<file path="config.mk">
export PLATFORM = sky130hd
export DESIGN_NAME = mem_line_fill_ctrl
export DESIGN_NICKNAME = d
export VERILOG_FILES = /design/src/rtl/mem_ctrl_pkg.sv /design/src/rtl/mem_beat_sequencer.sv /design/src/rtl/mem_line_fill_ctrl.sv
export SDC_FILE = /design/constraint.sdc
export NUM_CORES = 1
export LEC_CHECK = 0
export ABC_AREA = 1
export ABC_CLOCK_PERIOD_IN_PS = 1700
export CORE_ASPECT_RATIO = 0.7
export CORE_MARGIN = 8
export CORE_UTILIZATION = 45
export CTS_BUF_LIST = sky130_fd_sc_hd__clkbuf_8
export CTS_CLUSTER_DIAMETER = 100
export DETAILED_ROUTE_END_ITERATION = 12
export PLACE_DENSITY = 0.89
export SYNTH_ARGS = -nofsm -noshare
export SYNTH_HDL_FRONTEND = slang
export SYNTH_SLANG_ARGS = --single-unit
export TNS_END_PERCENT = 50
</file>
<file path="constraint.sdc">
create_clock -name clk -period 1.7 [get_ports clk]
set_clock_uncertainty 0.1 [all_clocks]
set_input_delay 0.34 -clock clk [delete_from_list [all_inputs] [get_ports clk]]
set_output_delay 0.34 -clock clk [all_outputs]
set_load 0.01 [all_outputs]
</file>
<file path="src/rtl/mem_ctrl_pkg.sv">
// Shared types and helpers for the cache line write-back/fill controller.
// Holds the transfer state encoding, default geometry and line alignment.
package mem_ctrl_pkg;

  localparam int unsigned DEF_LINE_BYTES = 4;
  localparam int unsigned DEF_ADDR_W     = 32;
  localparam int unsigned MAX_ADDR_W     = 64;

  typedef enum logic [1:0] {
    IDLE = 2'd0,
    WB   = 2'd1,
    FILL = 2'd2,
    DONE = 2'd3
  } state_t;

  // Clears the byte-offset bits so any address inside a line maps to its base.
  function automatic logic [MAX_ADDR_W-1:0] line_base(
    input logic [MAX_ADDR_W-1:0] addr,
    input int unsigned           offset_w
  );
    logic [MAX_ADDR_W-1:0] mask;
    mask = ~((MAX_ADDR_W'(1) << offset_w) - MAX_ADDR_W'(1));
    return addr & mask;
  endfunction

endpackage

</file>
<file path="src/rtl/mem_beat_sequencer.sv">
// Beat counter plus per-beat wait timer shared by the write-back and fill phases.
// A beat lasts 1+WAIT_CYCLES enabled cycles; the beat index wraps at the line end.
module mem_beat_sequencer #(
  parameter  int unsigned LINE_BYTES  = 4,
  parameter  int unsigned WAIT_CYCLES = 0,
  localparam int unsigned IDX_W       = $clog2(LINE_BYTES)
) (
  input  logic             clk,
  input  logic             rst_n,
  input  logic             start,
  input  logic             enable,
  output logic [IDX_W-1:0] beat_idx,
  output logic             beat_last_cycle,
  output logic             line_last_beat
);

  assign line_last_beat = (beat_idx == IDX_W'(LINE_BYTES - 1));

  // NOTE: sequential state uses non-blocking assignments so every register
  // samples the pre-edge values of its neighbours, independent of block order.
  always_ff @(posedge clk or negedge rst_n) begin
    if (!rst_n) begin
      beat_idx <= '0;
    end else if (start) begin
      beat_idx <= '0;
    end else if (enable && beat_last_cycle) begin
      beat_idx <= beat_idx + IDX_W'(1);
    end
  end

  if (WAIT_CYCLES == 0) begin : g_no_wait
    assign beat_last_cycle = 1'b1;
  end else begin : g_wait
    localparam int unsigned WAIT_W = $clog2(WAIT_CYCLES + 1);
    logic [WAIT_W-1:0] wait_cnt;

    always_ff @(posedge clk or negedge rst_n) begin
      if (!rst_n) begin
        wait_cnt <= '0;
      end else if (start) begin
        wait_cnt <= '0;
      end else if (enable) begin
        if (beat_last_cycle) wait_cnt <= '0;
        else                 wait_cnt <= wait_cnt + WAIT_W'(1);
      end
    end

    assign beat_last_cycle = (wait_cnt == WAIT_W'(WAIT_CYCLES));
  end

endmodule

</file>
<file path="src/rtl/mem_line_fill_ctrl.sv">
// Cache-side initiator of the byte-wide memory port: optional dirty-line
// write-back followed by a byte-by-byte fill of the missing line.
module mem_line_fill_ctrl
  import mem_ctrl_pkg::*;
#(
  parameter  int unsigned LINE_BYTES  = DEF_LINE_BYTES,
  parameter  int unsigned ADDR_W      = DEF_ADDR_W,
  parameter  int unsigned WAIT_CYCLES = 0,
  localparam int unsigned IDX_W       = $clog2(LINE_BYTES)
) (
  input  logic              clk,
  input  logic              rst_n,
  input  logic              req_valid,
  output logic              req_ready,
  input  logic              req_write_back,
  input  logic [ADDR_W-1:0] req_wb_addr,
  input  logic [ADDR_W-1:0] req_fill_addr,
  output logic [IDX_W-1:0]  wb_byte_idx,
  input  logic [7:0]        wb_byte_data,
  output logic              fill_we,
  output logic [IDX_W-1:0]  fill_byte_idx,
  output logic [7:0]        fill_byte_data,
  output logic              done,
  output logic [ADDR_W-1:0] mem_addr,
  output logic [7:0]        mem_wdata,
  output logic              mem_is_write,
  input  logic [7:0]        mem_rdata
);

  state_t            state;
  logic [ADDR_W-1:0] wb_base;
  logic [ADDR_W-1:0] fill_base;
  logic [ADDR_W-1:0] req_wb_base;
  logic [ADDR_W-1:0] req_fill_base;
  logic              accept;
  logic              seq_enable;
  logic [IDX_W-1:0]  beat_idx;
  logic [IDX_W-1:0]  next_idx;
  logic              beat_last_cycle;
  logic              line_last_beat;

  assign req_wb_base   = ADDR_W'(line_base(MAX_ADDR_W'(req_wb_addr), IDX_W));
  assign req_fill_base = ADDR_W'(line_base(MAX_ADDR_W'(req_fill_addr), IDX_W));

  assign accept     = (state == IDLE) && req_valid && req_ready;
  assign seq_enable = (state == WB) || (state == FILL);
  assign next_idx   = beat_idx + IDX_W'(1);

  mem_beat_sequencer #(
    .LINE_BYTES  (LINE_BYTES),
    .WAIT_CYCLES (WAIT_CYCLES)
  ) u_seq (
    .clk             (clk),
    .rst_n           (rst_n),
    .start           (accept),
    .enable          (seq_enable),
    .beat_idx        (beat_idx),
    .beat_last_cycle (beat_last_cycle),
    .line_last_beat  (line_last_beat)
  );

  // The cache array answers combinationally, so the victim byte index follows
  // the beat counter and its data is forwarded straight onto the bus.
  assign wb_byte_idx = beat_idx;

  // NOTE: a continuous assign with a full ternary covers every case, so no
  // latch can be inferred for this combinational output.
  assign mem_wdata = (state == WB) ? wb_byte_data : 8'h00;

  // Base low bits are zero, so OR-ing the index never carries into the tag.
  always_ff @(posedge clk or negedge rst_n) begin
    if (!rst_n) begin
      state          <= IDLE;
      req_ready      <= 1'b1;
      mem_addr       <= '0;
      mem_is_write   <= 1'b0;
      fill_we        <= 1'b0;
      fill_byte_idx  <= '0;
      fill_byte_data <= '0;
      done           <= 1'b0;
      wb_base        <= '0;
      fill_base      <= '0;
    end else begin
      fill_we <= 1'b0;
      done    <= 1'b0;
      case (state)
        IDLE: begin
          if (accept) begin
            req_ready <= 1'b0;
            wb_base   <= req_wb_base;
            fill_base <= req_fill_base;
            if (req_write_back) begin
              state        <= WB;
              mem_addr     <= req_wb_base;
              mem_is_write <= 1'b1;
            end else begin
              state        <= FILL;
              mem_addr     <= req_fill_base;
              mem_is_write <= 1'b0;
            end
          end
        end
        WB: begin
          if (beat_last_cycle) begin
            if (line_last_beat) begin
              state        <= FILL;
              mem_addr     <= fill_base;
              mem_is_write <= 1'b0;
            end else begin
              mem_addr <= wb_base | ADDR_W'(next_idx);
            end
          end
        end
        FILL: begin
          if (beat_last_cycle) begin
            fill_we        <= 1'b1;
            fill_byte_idx  <= beat_idx;
            fill_byte_data <= mem_rdata;
            if (line_last_beat) begin
              state <= DONE;
              done  <= 1'b1;
            end else begin
              mem_addr <= fill_base | ADDR_W'(next_idx);
            end
          end
        end
        DONE: begin
          state     <= IDLE;
          req_ready <= 1'b1;
        end
        default: state <= IDLE;
      endcase
    end
  end

endmodule

</file>
Word-level counts from Yosys, hierarchy flattened
Index checks and enable logic that the tools add are counted.
{"block": "op_classes", "bitwise_logic": 2, "add_sub_neg": 1, "n_mux": 22, "eq_ne": 8, "n_reduce_logical": 13}
{"op": "$mux W32", "n": 4}
{"op": "$pmux W32 S3", "n": 1}
{"op": "$or A32 B2 Y32", "n": 2}
{"op": "$mux W2", "n": 6}
{"op": "$reduce_and A3 Y1", "n": 3}
{"op": "$mux W8", "n": 1}
{"op": "$ne A2 B2 Y1 const B", "n": 4}
{"op": "$pmux W2 S4", "n": 1}
{"op": "$mux W1", "n": 7}
{"op": "$eq A2 B2 Y1 const B", "n": 3}
{"op": "$reduce_bool A2 Y1", "n": 3}
{"op": "$pmux W1 S2", "n": 2}
{"op": "$reduce_and A2 Y1", "n": 2}
{"op": "$reduce_bool A3 Y1", "n": 1}
{"op": "$add A2 B1 Y2 const B", "n": 1}
{"op": "$eq A2 B1 Y1 const B", "n": 1}
{"op": "$logic_and A1 B1 Y1", "n": 2}
{"op": "$logic_not A2 Y1", "n": 1}
{"op": "$logic_or A1 B1 Y1", "n": 1}
{"block": "totals", "register_bits": 110, "wordCells": 57, "in_bits": 84}

Depth between registers and ports, before layout
{"block": "logic_depth", "ltp_word": 5, "depth_mapped": 9}

Modules after synthesis
From an unflattened synthesis, not the netlist that was laid out.
{"block": "hier_totals", "cells_unflattened": 711, "hier_area_um2": 5306.3}
{"mod": "mem_line_fill_ctrl", "cells_per_inst": 697, "instances": 1, "area_each_um2": 5197.5}
{"mod": "mem_beat_sequencer", "cells_per_inst": 14, "instances": 1, "area_each_um2": 108.9}

Worst setup path after synthesis
OpenSTA, ideal clock, no wires.
{"block": "synth_timing", "kind": "reg2reg", "startpoint": "register state[0]", "endpoint": "register mem_addr[10]", "setup_ps": 118, "required_ps": 1482, "stages_incl_launch_ff": 8, "period_less_slack_ps": 1642, "n_path_buf": 1, "setup_slack_ps": 58, "t_arrival_ps": 1424, "cell_sequence": "dfrtp_1 > inv_1 > ha_1 > inv_2 > buf_1 > nand3_1 > nand3_1 > nand2_1"}
{"block": "synth_via", "elab_chain_cells": 5}
{"element": "start: declaration", "line": "mem_line_fill_ctrl.sv:30", "text": "state_t state;"}
{"element": "start signal: assignment", "line": "mem_line_fill_ctrl.sv:73", "text": "state <= IDLE;"}
{"element": "start signal: assignment", "line": "mem_line_fill_ctrl.sv:93", "text": "state <= WB;"}
{"element": "start signal: assignment", "line": "mem_line_fill_ctrl.sv:97", "text": "state <= FILL;"}
{"element": "$logic_not A2 Y1", "line": "mem_line_fill_ctrl.sv:45, mem_line_fill_ctrl.sv:86"}
{"element": "$logic_and A1 B1 Y1 (2 in a row)", "line": "mem_line_fill_ctrl.sv:45", "text": "assign accept = (state == IDLE) && req_valid && req_ready;"}
{"element": "$ne A2 B2 Y1 (no source line)"}
{"element": "$reduce_and A3 Y1 (no source line)"}
{"element": "end signal: assignment", "line": "mem_line_fill_ctrl.sv:94", "text": "mem_addr <= req_wb_base;"}
{"element": "end signal: assignment", "line": "mem_line_fill_ctrl.sv:98", "text": "mem_addr <= req_fill_base;"}
{"element": "end signal: assignment", "line": "mem_line_fill_ctrl.sv:107", "text": "mem_addr <= fill_base;"}
{"element": "end: declaration", "line": "mem_line_fill_ctrl.sv:24", "text": "output logic [ADDR_W-1:0] mem_addr,"}
Several ways; a longest one is shown, not always the timed one.
A chain may end at the register's enable or synchronous reset.

Final worst setup path
{"block": "layout_timing", "startpoint": "register state[1]", "endpoint": "output mem_wdata[1]"}
{"block": "layout_via", "elab_chain_cells": 2}
{"element": "$eq A2 B1 Y1", "line": "mem_line_fill_ctrl.sv:68", "text": "assign mem_wdata = (state == WB) ? wb_byte_data : 8'h00;"}
{"element": "$mux W8", "line": "mem_line_fill_ctrl.sv:68"}
{"element": "end: declaration", "line": "mem_line_fill_ctrl.sv:25", "text": "output logic [7:0] mem_wdata,"}
Every way passes these cells.

==> results.yml <==
synth:
  async_reset_ff_share_pct: 100
  synth_fa_ha_area_share_pct: 1.97
  synth_edf_count: 0
  synth_cell_type_count: 18
  synthXorXnorAreaFrac_pct: 0
  synth_top_family_by_area: "simple AND/OR/NAND/NOR gates"
  synth_nets: 869
  synth_area_leaders: "dfrtp_1, nand2_1, nand3_1"
  yosys.area_share.simple_pct: 30.5
  netlist.area_leader.share_pct: 47.8
  syn_inst: 776
  synth_area_mm2: 0.00570
  avgSynthCellArea_um2: 7.35
  synth_compound_area_share_pct: 8.84
  yosysMostFrequentCell: "nand2_1"
  synth-seq-area-share_pct: 48.3
  ys.warnings.count: 0
  synth_largest_area_cell: "dfrtp_1"
  muxShareOfSynthArea_pct: 0
  yosys_most_used_dff: "dfrtp_1"
  yosys-top-cells-count: "nand2_1, dfrtp_1, nand3_1"
  synth-seq-cells: 110
clock_network:
  cts_inserted_buffers: 9
  cts_tree: "yes"
  clock-root-buffer: "clkbuf_8"
  clk_pin_slew_ns: 0.11
  clk_latency_ns: 0.37
  cts_max_level: 3
  clk_path_buf_depth: 2
  cts_num_sinks: 110
worst_setup_path:
  critPathCaptureType: "output port"
  ff2ff_setup_slack_ns: -0.08
  criticalPathCategory: "flip-flop to output port"
  startpoint: "state[1]"
  path_max_fanout: 5
  required_ns: 1.26
  critPathArrivalTime_ns: 1.38
  startpoint_type: "flip-flop"
  reg2reg_from: "state[0]"
global_routing:
  grt_pass1_wl_mm: 28.1
  antenna_found_initial: 0
  grt_pass1_vias: 5694
  grt_max_degree: 55
  grt_usage_pct: 21.4
  grt_overflow: 0
die:
  core_mm2: 0.0124
  num_rows: 34
  die_h_um: 110
  io_pins: 140
  chipWidth_um: 151
  dieArea_mm2: 0.0166
  initial_core_util_pct: 46.1
routing:
  firstDrtPassIters: 5
  drc: 0
  vias: 5970
  avgRoutedWirePerCell_um: 17.2
  ant_nets: 0
  routed_wl_mm: 19.0
  viasPerCell: 5.40
  drt_iter0_drc: 494
sta:
  max_slew_margin_pct: 72.3
  fin_ws_ns: -0.117
  min_period_ns: 1.82
  slew_violations: 0
  tightest_slew_ns: 0.416
  final-hold-violation-count: 0
  period_share_pct: 107
  grt_setup_unrepaired: "true"
  holdWs_ns: 0.274
  clock.fmax_mhz: 550
  setup_viol: 59
pwr:
  power_density_mw_per_mm2: 553
  p_leak_nw: 4.29
  ir_drop_mv: 0.395
placement:
  dpl.hpwl_mm: 11.5
  place_inst: 1068
  place_area_mm2: 0.00747
  dpl_worst_slack_ns: -0.189
  routabilityCongestion: 0.809
  portBuffers: 135
final_layout:
  fin_area_mm2: 0.00835
  drive_gt1_share_pct: 18.5
  fin_util_pct: 67.4
  fin_nets: 1032
  final_cells: 1105
  antenna_cells: 0
  area.growth.synth_to_final_pct: 46.4
min_path:
  worst_hold_path_type: "primary input to asynchronous set/reset pin"
status:
  status: "finished, violations left"
  failed_checks: "setup timing"
run:
  max-cap-violations: 0
logic make-up after synthesis:
family | after synthesis
simple gates | 428
buf+inv | 129
flops | 110
compound gates | 100
fa+ha+maj | 9
routing by layer:
layer  up-vias  GRT usage [%]  share of wire [%]
li1       2747              -                  -
met1      2871           26.8                 40
met2       307           36.0                 48
met3        45           5.75                9.7
met4         0           6.40                2.3
met5         -              0                  0
cell type report:
class | instances | area [µm²]
flip-flops and latches | 110 | 2750
clock buffers | 10 | 138
well taps | 162 | 203
inverters | 83 | 328
repair buffers | 198 | 2150
clock inverters | 5 | 52.6
multi-input cells | 537 | 2730
fillers | 959 | 4030
final timing paths:
| kind | cells after the start | end |
|---|---|---|
| max | 6 | mem_wdata[1] |
| min | 2 | mem_addr[23] |
| max reg2reg | 10 | mem_addr[11] |
| min reg2reg | 2 | mem_addr[23] |
| max in group asynchronous | 3 | req_ready |
| min in group clk | 2 | mem_addr[23] |
worst max-delay path, stage by stage (launching register included):
cell     delay (ns)
dfrtp_1        0.41
inv_2          0.09
ha_4           0.15
buf_12         0.12
nand2_2        0.05
inv_1          0.06
buf_2          0.13
placed cells by master (no fill, tap or decap), drive strengths merged:
cell,count
nand2,269
clkinvlp,3
o21ai,7
dfstp,1
inv,84
ha,9
dlygate4sd3,1
dlymetal6s2s,1
nand3,94
buf,67
nor2,65
dfrtp,109
bufinv,1
dlygate4sd2,46
clkdlybuf4s50,78
clkbuf,15
a21oi,93
timing repair:
action | in CTS | in global routing
setup buffers | 8 | 6
pin swaps | 6 | 58
hold buffers | 1 | 0
gates cloned | 3 | 5
hold endpoints to repair | 15 | 0
gates resized for setup | 121 | 84
setup endpoints to repair | 87 | 91
sequential cells by signal, summed over array words and instances, names as in the netlist:
signal / count
fill_byte_data: 8
req_ready: 1
done: 1
wb_base: 30
state: 2
mem_is_write: 1
mem_addr: 32
fill_we: 1
u_seq.beat_idx: 2
fill_base: 30
fill_byte_idx: 2
report_power, final:
part | leakage, nW | internal, mW | switching [mW] | total, mW
combinational | 3.01 | 0.219 | 0.191 | 0.410
sequential | 1.18 | 2.61 | 0 | 2.61
clock | 0.0970 | 0.705 | 0.887 | 1.59
stage by stage:
step / power (mW) / setup TNS (ns)
floorplan: 2.74 / 0
global placement: 3.05 / -2.53
detailed placement: 3.05 / -3.14
CTS: 4.63 / -1.09
global route: 4.78 / -6.52
finish: 4.62 / -3.00
(Power assumes the default switching activity.)
